## src/rtl/dzcpu_useq_pkg.sv

```systemverilog
// dzcpu_useq_pkg: flow codes, uop field positions and sequencer states
package dzcpu_useq_pkg;
  localparam logic [3:0] FL_OP           = 4'd0;
  localparam logic [3:0] FL_INC          = 4'd1;
  localparam logic [3:0] FL_EOF          = 4'd2;
  localparam logic [3:0] FL_INC_EOF      = 4'd3;
  localparam logic [3:0] FL_EOF_FU       = 4'd4;
  localparam logic [3:0] FL_INC_EOF_FU   = 4'd5;
  localparam logic [3:0] FL_INC_EOF_Z    = 4'd6;
  localparam logic [3:0] FL_INC_EOF_NZ   = 4'd7;
  localparam logic [3:0] FL_UPDATE_FLAGS = 4'd8;
  localparam logic [4:0] OP_JCB = 5'h0A;
  localparam int FLOW_MSB = 12;
  localparam int FLOW_LSB = 9;
  localparam int OP_MSB   = 8;
  localparam int OP_LSB   = 4;
  typedef enum logic [2:0] {S_FETCH, S_DECODE, S_EXEC, S_CBWAIT, S_CBDEC} state_t;
endpackage

```

## src/rtl/dzcpu_useq_flowdec.sv

```systemverilog
// dzcpu_useq_flowdec: decodes a uop flow field and Z into pc-inc, flag-update and end-of-flow
module dzcpu_useq_flowdec
  import dzcpu_useq_pkg::*;
(
  input  logic [3:0] i_flow,
  input  logic       i_flag_z,
  output logic       o_pc_inc,
  output logic       o_flags_upd,
  output logic       o_end_flow
);
  logic [2:0] w_dec;
  // {pc_inc, flags_upd, end_flow}; undefined codes 9..15 behave as a plain advance
  always_comb begin
    w_dec = 3'b000;
    case (i_flow)
      FL_OP:           w_dec = 3'b000;
      FL_INC:          w_dec = 3'b100;
      FL_EOF:          w_dec = 3'b001;
      FL_INC_EOF:      w_dec = 3'b101;
      FL_EOF_FU:       w_dec = 3'b011;
      FL_INC_EOF_FU:   w_dec = 3'b111;
      FL_INC_EOF_Z:    w_dec = {2'b10, i_flag_z};
      FL_INC_EOF_NZ:   w_dec = {2'b10, !i_flag_z};
      FL_UPDATE_FLAGS: w_dec = 3'b010;
      default:         w_dec = 3'b000;
    endcase
  end
  assign {o_pc_inc, o_flags_upd, o_end_flow} = w_dec;
endmodule

```

## src/rtl/dzcpu_useq.sv

```systemverilog
// dzcpu_useq: microcode sequencer that walks flow-indexed ROM addresses and issues uops
module dzcpu_useq
  import dzcpu_useq_pkg::*;
#(
  parameter logic [7:0] INT_FLOW_IDX = 8'd238,
  parameter int         UOP_W        = 13
) (
  input  logic             iClock,
  input  logic             iReset_n,
  input  logic [7:0]       iMemData,
  input  logic             iStall,
  input  logic             iFlagZ,
  input  logic             iIntReq,
  input  logic             iIntEnable,
  input  logic [7:0]       iFlowIdx,
  input  logic [7:0]       iCbFlowIdx,
  input  logic [UOP_W-1:0] iUop,
  output logic [7:0]       oMop,
  output logic [7:0]       oUopAddr,
  output logic [UOP_W-1:0] oUop,
  output logic             oUopValid,
  output logic             oPcInc,
  output logic             oFlagsUpdate,
  output logic             oIntAck,
  output logic             oUopErr
);
  state_t     r_state, w_state;
  logic [7:0] r_uop_addr, w_uop_addr, r_mop, w_mop;
  logic       r_cb, w_cb, r_err, w_err;
  logic       w_pc_inc, w_flags_upd, w_end_flow, w_jcb, w_int;
  assign w_jcb = iUop[OP_MSB:OP_LSB] == OP_JCB;
  assign w_int = iIntReq & iIntEnable;
  dzcpu_useq_flowdec u_flowdec (
    .i_flow      (iUop[FLOW_MSB:FLOW_LSB]),
    .i_flag_z    (iFlagZ),
    .o_pc_inc    (w_pc_inc),
    .o_flags_upd (w_flags_upd),
    .o_end_flow  (w_end_flow)
  );
  // sequencer registers; a stall is handled by the next-state logic holding every value
  always_ff @(posedge iClock or negedge iReset_n) begin
    if (!iReset_n) begin
      r_state    <= S_FETCH;
      r_uop_addr <= 8'd0;
      r_mop      <= 8'd0;
      r_cb       <= 1'b0;
      r_err      <= 1'b0;
    end else begin
      r_state    <= w_state;
      r_uop_addr <= w_uop_addr;
      r_mop      <= w_mop;
      r_cb       <= w_cb;
      r_err      <= w_err;
    end
  end
  // next state and issue strobes; JCB outranks the flow end, and address 255 never wraps
  always_comb begin
    w_state      = r_state;
    w_uop_addr   = r_uop_addr;
    w_mop        = r_mop;
    w_cb         = r_cb;
    w_err        = r_err;
    oUopValid    = 1'b0;
    oPcInc       = 1'b0;
    oFlagsUpdate = 1'b0;
    oIntAck      = 1'b0;
    if (!iStall) begin
      case (r_state)
        S_FETCH:  w_state = S_DECODE;
        S_DECODE: begin
          w_mop      = iMemData;
          w_uop_addr = iFlowIdx;
          w_state    = S_EXEC;
        end
        S_EXEC: begin
          oUopValid    = 1'b1;
          oPcInc       = w_pc_inc;
          oFlagsUpdate = w_flags_upd;
          if (w_jcb) begin
            w_cb    = 1'b1;
            w_state = S_CBWAIT;
          end else if (w_end_flow) begin
            oIntAck    = w_int;
            w_uop_addr = w_int ? INT_FLOW_IDX : r_uop_addr;
            w_state    = w_int ? S_EXEC : S_FETCH;
          end else if (r_uop_addr == 8'hFF) begin
            w_err   = 1'b1;
            w_state = S_FETCH;
          end else begin
            w_uop_addr = r_uop_addr + 8'd1;
          end
        end
        S_CBWAIT: w_state = S_CBDEC;
        S_CBDEC: begin
          w_uop_addr = iCbFlowIdx;
          w_cb       = 1'b0;
          w_state    = S_EXEC;
        end
        default: w_state = S_FETCH;
      endcase
    end
  end
  assign oMop     = (r_state == S_DECODE || r_state == S_CBDEC) ? iMemData : r_mop;
  assign oUopAddr = r_uop_addr;
  assign oUop     = oUopValid ? iUop : '0;
  assign oUopErr  = r_err;
endmodule

```

## config.mk

```make
export PLATFORM = sky130hd
export DESIGN_NAME = dzcpu_useq
export DESIGN_NICKNAME = d
export VERILOG_FILES = /design/src/rtl/dzcpu_useq_pkg.sv /design/src/rtl/dzcpu_useq_flowdec.sv /design/src/rtl/dzcpu_useq.sv
export SDC_FILE = /design/constraint.sdc
export NUM_CORES = 1
export LEC_CHECK = 0
export CAP_MARGIN = 20
export CORE_ASPECT_RATIO = 0.9
export CORE_MARGIN = 2
export CORE_UTILIZATION = 45
export DETAILED_ROUTE_END_ITERATION = 8
export DONT_BUFFER_PORTS = 1
export PLACE_DENSITY = 0.62
export RECOVER_POWER = 100
export SKIP_LAST_GASP = 1
export SLEW_MARGIN = 25
export SYNTH_ARGS = -nofsm -noshare
export SYNTH_HDL_FRONTEND = slang
export SYNTH_SLANG_ARGS = --single-unit
```

## constraint.sdc

```tcl
create_clock -name iClock -period 4.7 [get_ports iClock]
set_clock_uncertainty 0.15 [all_clocks]
set_input_delay 0.94 -clock iClock [delete_from_list [all_inputs] [get_ports iClock]]
set_output_delay 0.94 -clock iClock [all_outputs]
set_load 0.1 [all_outputs]
```

==> results of run 1 <==
[Yosys cell counts, drive strengths merged, types with 2 or more instances]
cell,n,area share
xnor2,2,0.012
and3,2,0.0084
nor2,15,0.043
nor3,3,0.010
o31ai,4,0.020
a221o,2,0.013
a221oi,3,0.018
mux2,20,0.16
a21oi,7,0.024
a21o,3,0.015
nor3b,5,0.033
nand2,9,0.023
dfrtp,20,0.34
a22oi,2,0.010
buf,3,0.012
clkbuf,3,0.0076
and2,14,0.059
inv,2,0.0050
nand3,4,0.013
o21ai,11,0.037
nor2b,4,0.017
o41ai,2,0.012
nand4,2,0.0084
[flip-flops by register name (all words and copies together), names as in the netlist]
register	cells
r_mop	8
oUopErr	1
r_state	3
oUopAddr	8
[logic make-up after synthesis]
| logic type | count (synthesis) | share of synthesized area |
|---|---|---|
| adders and majority gates | 1 | 0.00839 |
| DFF | 20 | 0.336 |
| and+or+nand+nor | 62 | 0.238 |
| xor gates and xnor gates | 3 | 0.0176 |
| buffers and inverters | 8 | 0.0244 |
| AOI/OAI and AO/OA | 44 | 0.211 |
| muxes | 21 | 0.165 |
[how the worst max path moves through the flow]
stage | start | slack (ns) | cells after the start | endpoint
3_3_place_gp | iStall | 1.41 | 4 | oUop[3]
6_report | r_state[1] | 0.73 | 4 | oUop[4]
3_5_place_dp | iStall | 1.34 | 4 | oUop[5]
4_1_cts | r_state[1] | 1.28 | 4 | oUop[5]
5_1_grt | r_state[1] | 0.56 | 4 | oUop[4]
2_1_floorplan | iStall | 0.21 | 4 | oUop[10]
[routing by layer]
layer,vias up,track usage
met3,2,0.0574
li1,623,-
met5,-,0
met1,624,0.237
met2,40,0.348
met4,0,0.0456
[critical path: stages (launching register included)]
cell and delay, ns:
dfrtp_1 0.65, nor4b_4 0.52, buf_4 0.41, and2_1 0.17, clkbuf_1 0.86
[final cells by class]
| class | count | share of cell area |
|---|---|---|
| multi-input combinational | 131 | 0.578 |
| tap | 42 | 0.0309 |
| clock buffer | 3 | 0.0242 |
| timing repair buffer | 18 | 0.0507 |
| inverter | 2 | 0.00441 |
| sequential | 20 | 0.294 |
| clock inverter | 1 | 0.0176 |
[stage by stage]
step / hold WS [ns] / utilization / worst slack (ns)
2_1_floorplan: 0.327 / - / 0.210
3_3_place_gp: 0.334 / 0.543 / 1.41
3_5_place_dp: 0.346 / 0.543 / 1.34
4_1_cts: 0.205 / 0.566 / 1.28
5_1_grt: 0.196 / 0.547 / 0.565
6_report: 0.213 / 0.547 / 0.729
==> flow_summary.yaml, run 1 <==
outcome:
  status: "complete, no violations"
floorplanning:
  die_x_um: 64.7
  core_um2: 3110
  dieArea_um2: 3790
  dieHeight_um: 58.6
  io_pins: 77
  start_util: 0.479
  fp-row-count: 19
finish:
  ff_latch_area_um2: 500
  layout_common_cells: "dfrtp_1, nor2_1, clkbuf_1"
  final_area_um2: 1700
  drive_above_1_share: 0.154
  final_common_cell: "dfrtp_1"
  syn_to_final_growth_pct: 14.3
  antenna_cells: 0
  nNetsFinal: 220
  nFillCells: 308
  multi_input_area_um2: 985
  fin_cells: 217
routing:
  antenna_left: 0
  firstDrtPassIters: 4
  drtIter0Drc: 53
  wl_met1_um: 1470
  wl_met2_um: 1770
  via_per_inst: 5.94
  wl_met3_um: 265
  drc: 0
  wl_per_cell_um: 16.2
  vias: 1289
  top_layer: "met4"
  routed_wl_um: 3530
placement:
  globalplace.congestion: 0.838
  numPortBuffers: 0
  dp_hpwl_um: 2800
  postPlaceCellArea_um2: 1690
  dp.cells: 213
timing:
  period_minus_slack_ns: 3.97
  worst_pin_slew_ns: 1.43
  setup_tns_ns: 0
  fmax_mhz: 252
  slew_headroom: 0.0479
  period_share: 0.845
  finalSetupViolCount: 0
  grt_setup_unrepaired: "false"
  final_max_slew_viol_count: 0
  hold_viol_final: 0
critical_path:
  critPathMaxFanout: 15
  rr_startpoint: "oUopAddr[0]"
  rr_worst_depth: 7
  critPathRequiredTime_ns: 3.61
  critical_path.startpoint_type: "flip-flop"
  cp-end-kind: "output pin"
  path_class: "reg -> out"
  r2r_end: "oUopAddr[1]"
  r2r_slack_ns: 0.97
  arrival_ns: 2.88
clock_tree:
  ctsResizeCount: 0
  cts_hold_buf: 0
  post_cts_buffers: 0
  clk_latency_ns: 0.26
  cts_tree: "built"
  htreeDepth: 1
  clk_path_buf_depth: 2
  cts_sinks: 20
  cts-root-buf: "clkbuf_8"
  cts_buffers: 3
  cts.reportedPaths.clkPinSlew_ns: 0.08
global_routing:
  grt_pass1_vias: 1256
  grt_max_degree: 21
  antenna_found_initial: 0
  track_usage: 0.196
  grt.overflow.total: 0
  grt_pass1_wl_um: 5760
yosys:
  synthCells: 159
  syn-cell-area_um2: 1490
  yosys_most_used_dff: "dfrtp_1"
  async_reset_ff_frac: 1.00
  yosysSeqAreaShare: 0.336
  avgSynthCellArea_um2: 9.37
  syn_nets: 203
  synth_seq_cells: 20
  yosysWarnings: 0
  synthDistinctLibCells: 45
  synth_edf_count: 0
min_path:
  hp-class: "in -> async"
run:
  max-cap-violations: 0
Power of run 1 is left out: the tool's default activity adds up to more than one toggle a clock period on the data nets, which glitch-free logic cannot reach.
==> run 2, diff against run 1 <==
- clock period: 4.7 -> 3.9 ns (I/O delays scaled with it)
==> flow_summary.yaml, run 2 (synthesis gave the netlist of run 1 again) <==
critical_path:
  r2r_slack_ns: 0.43
  arrival_ns: 3.46
  r2r_end: "oUopAddr[2]"
  critPathRequiredTime_ns: 3.89
  rr_startpoint: "oUopAddr[0]"
  startpoint: "oUopAddr[0]"
  critical_path.startpoint_type: "flip-flop"
  cp-endpoint: "oUopAddr[2]"
  critPathMaxFanout: 8
  path_class: "reg -> reg"
  cp-end-kind: "flip-flop"
  rr_worst_depth: 8
timing:
  period_minus_slack_ns: 3.47
  finalSetupViolCount: 0
  fmax_mhz: 288
  slew_headroom: 0.0393
  setup_tns_ns: 0
  period_share: 0.890
  hold_viol_final: 0
  grt_setup_unrepaired: "false"
  final.setup.worst_slack_ns: 0.430
  final_max_slew_viol_count: 0
  worst_pin_slew_ns: 1.44
clock_tree:
  ctsResizeCount: 0
  clk_path_buf_depth: 2
  cts_buffers: 3
  cts_sinks: 20
  post_cts_buffers: 0
  cts-root-buf: "clkbuf_8"
  cts_tree: "built"
  clk_latency_ns: 0.26
  htreeDepth: 1
  cts.reportedPaths.clkPinSlew_ns: 0.07
  cts_hold_buf: 0
placement:
  globalplace.congestion: 0.873
  numPortBuffers: 0
  place_ws_ns: 0.860
  dp_hpwl_um: 2990
finish:
  layout_common_cells: "dfrtp_1, clkbuf_2, and2_1, nor2_1, mux2_1"
  antenna_cells: 0
  syn_to_final_growth_pct: 17.4
  nNetsFinal: 229
  drive_above_1_share: 0.223
  final_common_cell: "dfrtp_1"
floorplanning:
  io_pins: 77
  fp-row-count: 19
  dieHeight_um: 58.6
  core_um2: 3110
  die_x_um: 64.7
  start_util: 0.479
  dieArea_um2: 3790
routing:
  drc: 0
  wl_per_cell_um: 16.6
  vias: 1346
  via_per_inst: 5.96
  drtIter0Drc: 54
  antenna_left: 0
  firstDrtPassIters: 4
  routed_wl_um: 3760
global_routing:
  grt_pass1_wl_um: 6120
  grt_pass1_vias: 1416
  grt.overflow.total: 0
  grt_max_degree: 21
  track_usage: 0.206
  antenna_found_initial: 0
outcome:
  status: "complete, no violations"
min_path:
  hp-class: "in -> async"
run:
  max-cap-violations: 0
[run 2: changes by cell type in the layout (fill, tap and decap cells not counted), sizes merged]
cell / before / now
clkbuf: 16 / 27
buf: 5 / 3
[run 2: worst max-delay path: stages, from the launching register on]
cell      delay [ns]
dfrtp_1         0.32
clkbuf_1        1.01
ha_1            0.38
and3_1          0.21
nand4_1         0.19
nor3_1          0.25
buf_4           0.18
or3_1           0.30
mux2_1          0.36
[run 2: how the worst min path moves through the flow]
| stage | from | end | slack (ns) | cells past startpoint |
|---|---|---|---|---|
| finish | iReset_n | r_mop[4] | 0.06 | 0 |
| CTS | iReset_n | oUopAddr[0] | 0.05 | 0 |
| global route | iReset_n | r_state[2] | 0.04 | 0 |
| detailed placement | iReset_n | r_mop[4] | 0.33 | 0 |
| global placement | iReset_n | r_mop[0] | 0.33 | 0 |
| floorplan | iReset_n | oUopAddr[0] | 0.33 | 0 |
[run 2: per-layer routing]
layer  track usage  wire length [um]  up-vias
met5             0                 0        -
met4        0.0851                31        0
met3        0.0631               376        4
met2         0.362              1970       60
met1         0.235              1380      640
li1              -                 -      642
[run 2: area by class of cell]
| class | instances | area [um^2] |
|---|---|---|
| Clock buffer | 3 | 41.3 |
| Clock inverter | 1 | 30.0 |
| Fill cell | 315 | 1370 |
| Inverter | 2 | 7.51 |
| Multi-Input combinational cell | 131 | 985 |
| Sequential cell | 20 | 500 |
| Tap cell | 42 | 52.6 |
| Timing Repair Buffer | 27 | 133 |
[run 2: per-stage QoR]
| stage | util | area [um^2] | hold slack, ns | cells |
|---|---|---|---|---|
| global placement | 0.565 | 1760 | 0.334 | 222 |
| floorplan | - | 1510 | 0.327 | 159 |
| finish | 0.562 | 1750 | 0.0560 | 226 |
| CTS | 0.588 | 1830 | 0.0533 | 226 |
| global route | 0.562 | 1750 | 0.0428 | 226 |
| detailed placement | 0.565 | 1760 | 0.335 | 222 |
Power of run 2 is left out for the same reason.
